### src/rtl/dut.sv
// Registered bitwise NAND stage with a configurable register chain between
// the operands and the output. Synchronous active-high reset clears the chain.
module dut #(
  parameter int unsigned BITS   = 8,
  parameter int unsigned STAGES = 1
) (
  input  logic            clk,
  input  logic            reset,
  input  logic [BITS-1:0] a,
  input  logic [BITS-1:0] b,
  output logic [BITS-1:0] out
);

  localparam int unsigned MIN_BITS   = 1;
  localparam int unsigned MAX_BITS   = 64;
  localparam int unsigned MIN_STAGES = 1;
  localparam int unsigned MAX_STAGES = 8;

  // Out-of-range widths or depths are rejected while the design is elaborated.
  if (BITS < MIN_BITS || BITS > MAX_BITS) begin : g_bad_bits
    $error("dut: BITS=%0d outside legal range 1..64", BITS);
  end
  if (STAGES < MIN_STAGES || STAGES > MAX_STAGES) begin : g_bad_stages
    $error("dut: STAGES=%0d outside legal range 1..8", STAGES);
  end

  logic [BITS-1:0]              nand_c;
  logic [STAGES-1:0][BITS-1:0]  pipe_d;
  logic [STAGES-1:0][BITS-1:0]  pipe_q;

  always_comb begin
    nand_c = ~(a & b);
  end

  // Stage 0 captures the fresh result; later stages shift the older ones along.
  assign pipe_d[0] = nand_c;
  for (genvar s = 1; s < STAGES; s++) begin : g_shift
    assign pipe_d[s] = pipe_q[s-1];
  end

  always_ff @(posedge clk) begin
    if (reset) begin
      pipe_q <= '0;
    end else begin
      pipe_q <= pipe_d;
    end
  end

  assign out = pipe_q[STAGES-1];

endmodule

### config.mk
export PLATFORM = sky130hd
export DESIGN_NAME = dut
export DESIGN_NICKNAME = d
export VERILOG_FILES = /design/src/rtl/dut.sv
export SDC_FILE = /design/constraint.sdc
export NUM_CORES = 1
export LEC_CHECK = 0
export BUFFER_PORTS_ARGS = -buffer_cell sky130_fd_sc_hd__buf_4
export CELL_PAD_IN_SITES_DETAIL_PLACEMENT = 1
export CELL_PAD_IN_SITES_GLOBAL_PLACEMENT = 1
export CORE_AREA = 2 2 39 41
export DETAILED_ROUTE_END_ITERATION = 12
export DIE_AREA = 0 0 41 43
export GPL_ROUTABILITY_DRIVEN = 0
export PLACE_DENSITY = 0.7
export SLEW_MARGIN = 20
export SYNTH_ARGS = -nofsm -noshare
export SYNTH_HDL_FRONTEND = slang
export SYNTH_SLANG_ARGS = --single-unit
### constraint.sdc
create_clock -name clk -period 0.8 [get_ports clk]
set_input_delay 0.16 -clock clk [delete_from_list [all_inputs] [get_ports clk]]
set_output_delay 0.16 -clock clk [all_outputs]
set_load 0.02 [all_outputs]
==> After elaboration in Yosys (flattened, before gate mapping) <==
Cells that the tools add are included.
{ "word_totals": {"in_bits": 18, "regBits": 8, "word_cells": 3, "output_inout_bits": 8} }
{ "classes": {"n_bitwise": 2} }
{ "ops": {"columns": ["op", "n"], "rows": [
  ["AND 8 bit", 1],
  ["NOT 8 bit", 1]
]} }

==> Longest topological paths before layout <==
{ "depth": {"ltp_word": 2, "ltp_mapped": 2, "depth_no_buf": 1} }

==> Least setup slack after synthesis <==
Ideal clock, no wire load.
{ "synth_path": {"path_type": "register -> output", "start": "register pipe_q (netlist bit out[0])", "end": "output out[0]", "path_slack_ns": 0.245, "path_buffers": 0, "path_stages_with_launch": 1, "arrival_time_ns": 0.395, "required_ns": 0.640, "path_cell_list": "dfxtp_1"} }
{ "synth_lines": {"columns": ["element", "line_no", "source"], "rows": [
  ["from (decl)", "29", "logic [STAGES-1:0][BITS-1:0] pipe_q;"],
  ["from (signal assigned)", "45", "pipe_q <= pipe_d;"],
  ["to (decl)", "11", "output logic [BITS-1:0] out"]
]} }
No word-level cell between the ends.

==> Worst setup path in the final report <==
{ "layout_path": {"start": "register pipe_q (netlist bit out[6])", "end": "output out[6]"} }
No word-level cell between the ends.

==> impl_metrics.py <==
metrics = {
    "critical_path": {
        "worstPathRequired_ns": 0.64,
        "worst_path_max_delay_cell": "dfxtp_2",
        "arrival_ns": 0.68,
        "worstPathMaxFanout": 1,
        "end_kind": "output pin",
        "cp-start-kind": "flop",
        "critPathTopFamily": "flip-flops",
        "path_cells": "buf_6",
        "slowest_delay_ns": 0.32,
        "cp-startpoint": "out[6]",
        "worstSetupPathType": "flop to output pin",
        "cp_num_buf_inv": 1,
    },
    "finish": {
        "fin_nets": 64,
        "final_cell_mix": "buf_4, a21oi_2, dfxtp_2, buf_6, clkbuf_4",
        "design_area_um2": 500,
        "largest_reg_flops": 8,
        "syn2layout_area_growth_pct": 107,
        "layout_commonest_cell": "buf_4",
        "post_route_cells_drive_above_1_share_pct": 100,
        "diodes": 0,
        "nFillCells": 149,
    },
    "placement": {
        "dp_slack_ns": 0.214,
        "hpwl_um": 523,
        "place_area_um2": 438,
        "port_buffers": 25,
    },
    "run_status": {
        "violations": "negative setup slack",
        "status": "finished, violations left",
    },
    "yosys": {
        "synth.largest_area_cell": "dfxtp_1",
        "synth_area_um2": 241,
        "synth-seq-area-share_pct": 66.3,
        "syn_inst": 17,
        "ys_seq_elements": 8,
        "yosys-top-cells-area": "dfxtp_1, a21oi_2, buf_6",
        "yosysWarnings": 0,
        "synth_cell_types": 3,
        "synth_nets": 35,
        "synth_top_area_share_pct": 66.3,
        "synth.avg_cell_area_um2": 14.2,
    },
    "job": {
        "maxCapViolCount": 0,
    },
    "floorplanning": {
        "die_y_um": 43,
        "dieWidth_um": 41,
        "core_area_um2": 1380,
        "core.rowCount": 14,
        "ios": 26,
        "initial_utilization_pct": 17.5,
        "dieArea_um2": 1760,
    },
    "clock_tree": {
        "postCtsHoldBufs": 0,
        "htree_num_levels": 1,
        "numCtsBuffers": 3,
        "cts_setup_buffers": 0,
        "clock-root-buffer": "clkbuf_4",
        "path_clk_slew_ns": 0.05,
        "cts_num_sinks": 8,
        "clock_path_buffers": 2,
        "cts_tree": "yes",
    },
    "timing": {
        "setup_viol": 8,
        "drv_slew": 0,
        "fin_setup_tns_ns": -0.291,
        "rsz0062_at_grt": "yes",
        "setup_ws_ns": -0.0447,
        "hold_violations": 0,
        "fmax_mhz": 1180,
        "min_period_over_period_pct": 106,
        "max_slew.worst_pin.slew_ns": 0.137,
        "final.min_clock_period_ns": 0.845,
        "slew_headroom_pct": 90.9,
    },
    "power": {
        "peakVddDrop_v": 0.000513,
        "powerDensity_nw_per_um2": 1850,
        "finalPower_w": 0.000926,
        "power.leakage_nw": 0.227,
    },
    "grt": {
        "grt_pass1_vias": 252,
        "grt_max_degree": 9,
        "grt_pass1_wl_um": 910,
        "gr-total-overflow": 0,
        "groute.usage.overall_pct": 8.75,
        "antenna_found_initial": 0,
    },
    "route": {
        "remaining_drc_errors": 0,
        "viasPerCell": 4.05,
        "num_vias": 243,
        "wl_per_cell_um": 10.2,
        "drtIter0Drc": 0,
        "wirelength_um": 613,
        "ant_nets": 0,
        "first_pass_iters": 1,
    },
    "worst_hold_path": {
        "min_path_type": "input port to flop",
        "hp-start": "b[2]",
    },
}
[power breakdown]
part / internal [W] / total, W / leakage, nW / switching [W]
combinational: 0.000114 / 0.000190 / 0.145 / 0.0000765
sequential: 0.000432 / 0.000443 / 0.0684 / 0.0000114
clock: 0.000171 / 0.000293 / 0.0138 / 0.000122
total: 0.000716 / 0.000926 / 0.227 / 0.000210
[path summary, 6_finish.rpt]
kind | cells after the start | slack (ns) | to
worst max-delay path | 1 | -0.04 | out[6]
worst min-delay path | 2 | 0.07 | out[2]
[synth_stat cells (all sizes together)]
cell and instances:
a21oi 8, buf 1, dfxtp 8
[area by class of cell]
cell class / count / area (µm²) / share of cell area (%)
timing repair buffer: 25 / 218 / 43.5
tap: 16 / 20.0 / 4.00
sequential: 8 / 170 / 34.0
multi-input combinational: 8 / 70.1 / 14.0
clock buffer: 3 / 22.5 / 4.50
[per-stage QoR]
step                hold WS, ns  util, %  std cells
finish                   0.0655     36.2         60
CTS                      0.0564     36.2         60
global route             0.0558     36.2         60
global placement          0.331     31.6         57
detailed placement        0.333     31.6         57
floorplan                 0.239        -         17
[timing repair]
action                     4_1_cts  5_1_grt
resized for setup               16        0
pin swaps                        0        0
setup endpoints to repair        8        8
cloned                           0        0
[cell families after synthesis]
group | count (synthesis) | share of synthesized area (%)
buffers and inverters | 1 | 4.66
AO/OA/AOI/OAI | 8 | 29.0
flip-flops | 8 | 66.3
[metal layers]
layer | GRT usage (%) | wire length [µm] | up-vias
met5 | 0 | 0 | -
met4 | 12.0 | 31 | 0
met3 | 4.19 | 117 | 4
met2 | 12.8 | 269 | 21
met1 | 6.47 | 195 | 104
li1 | - | - | 114
(Power assumes the default switching activity.)
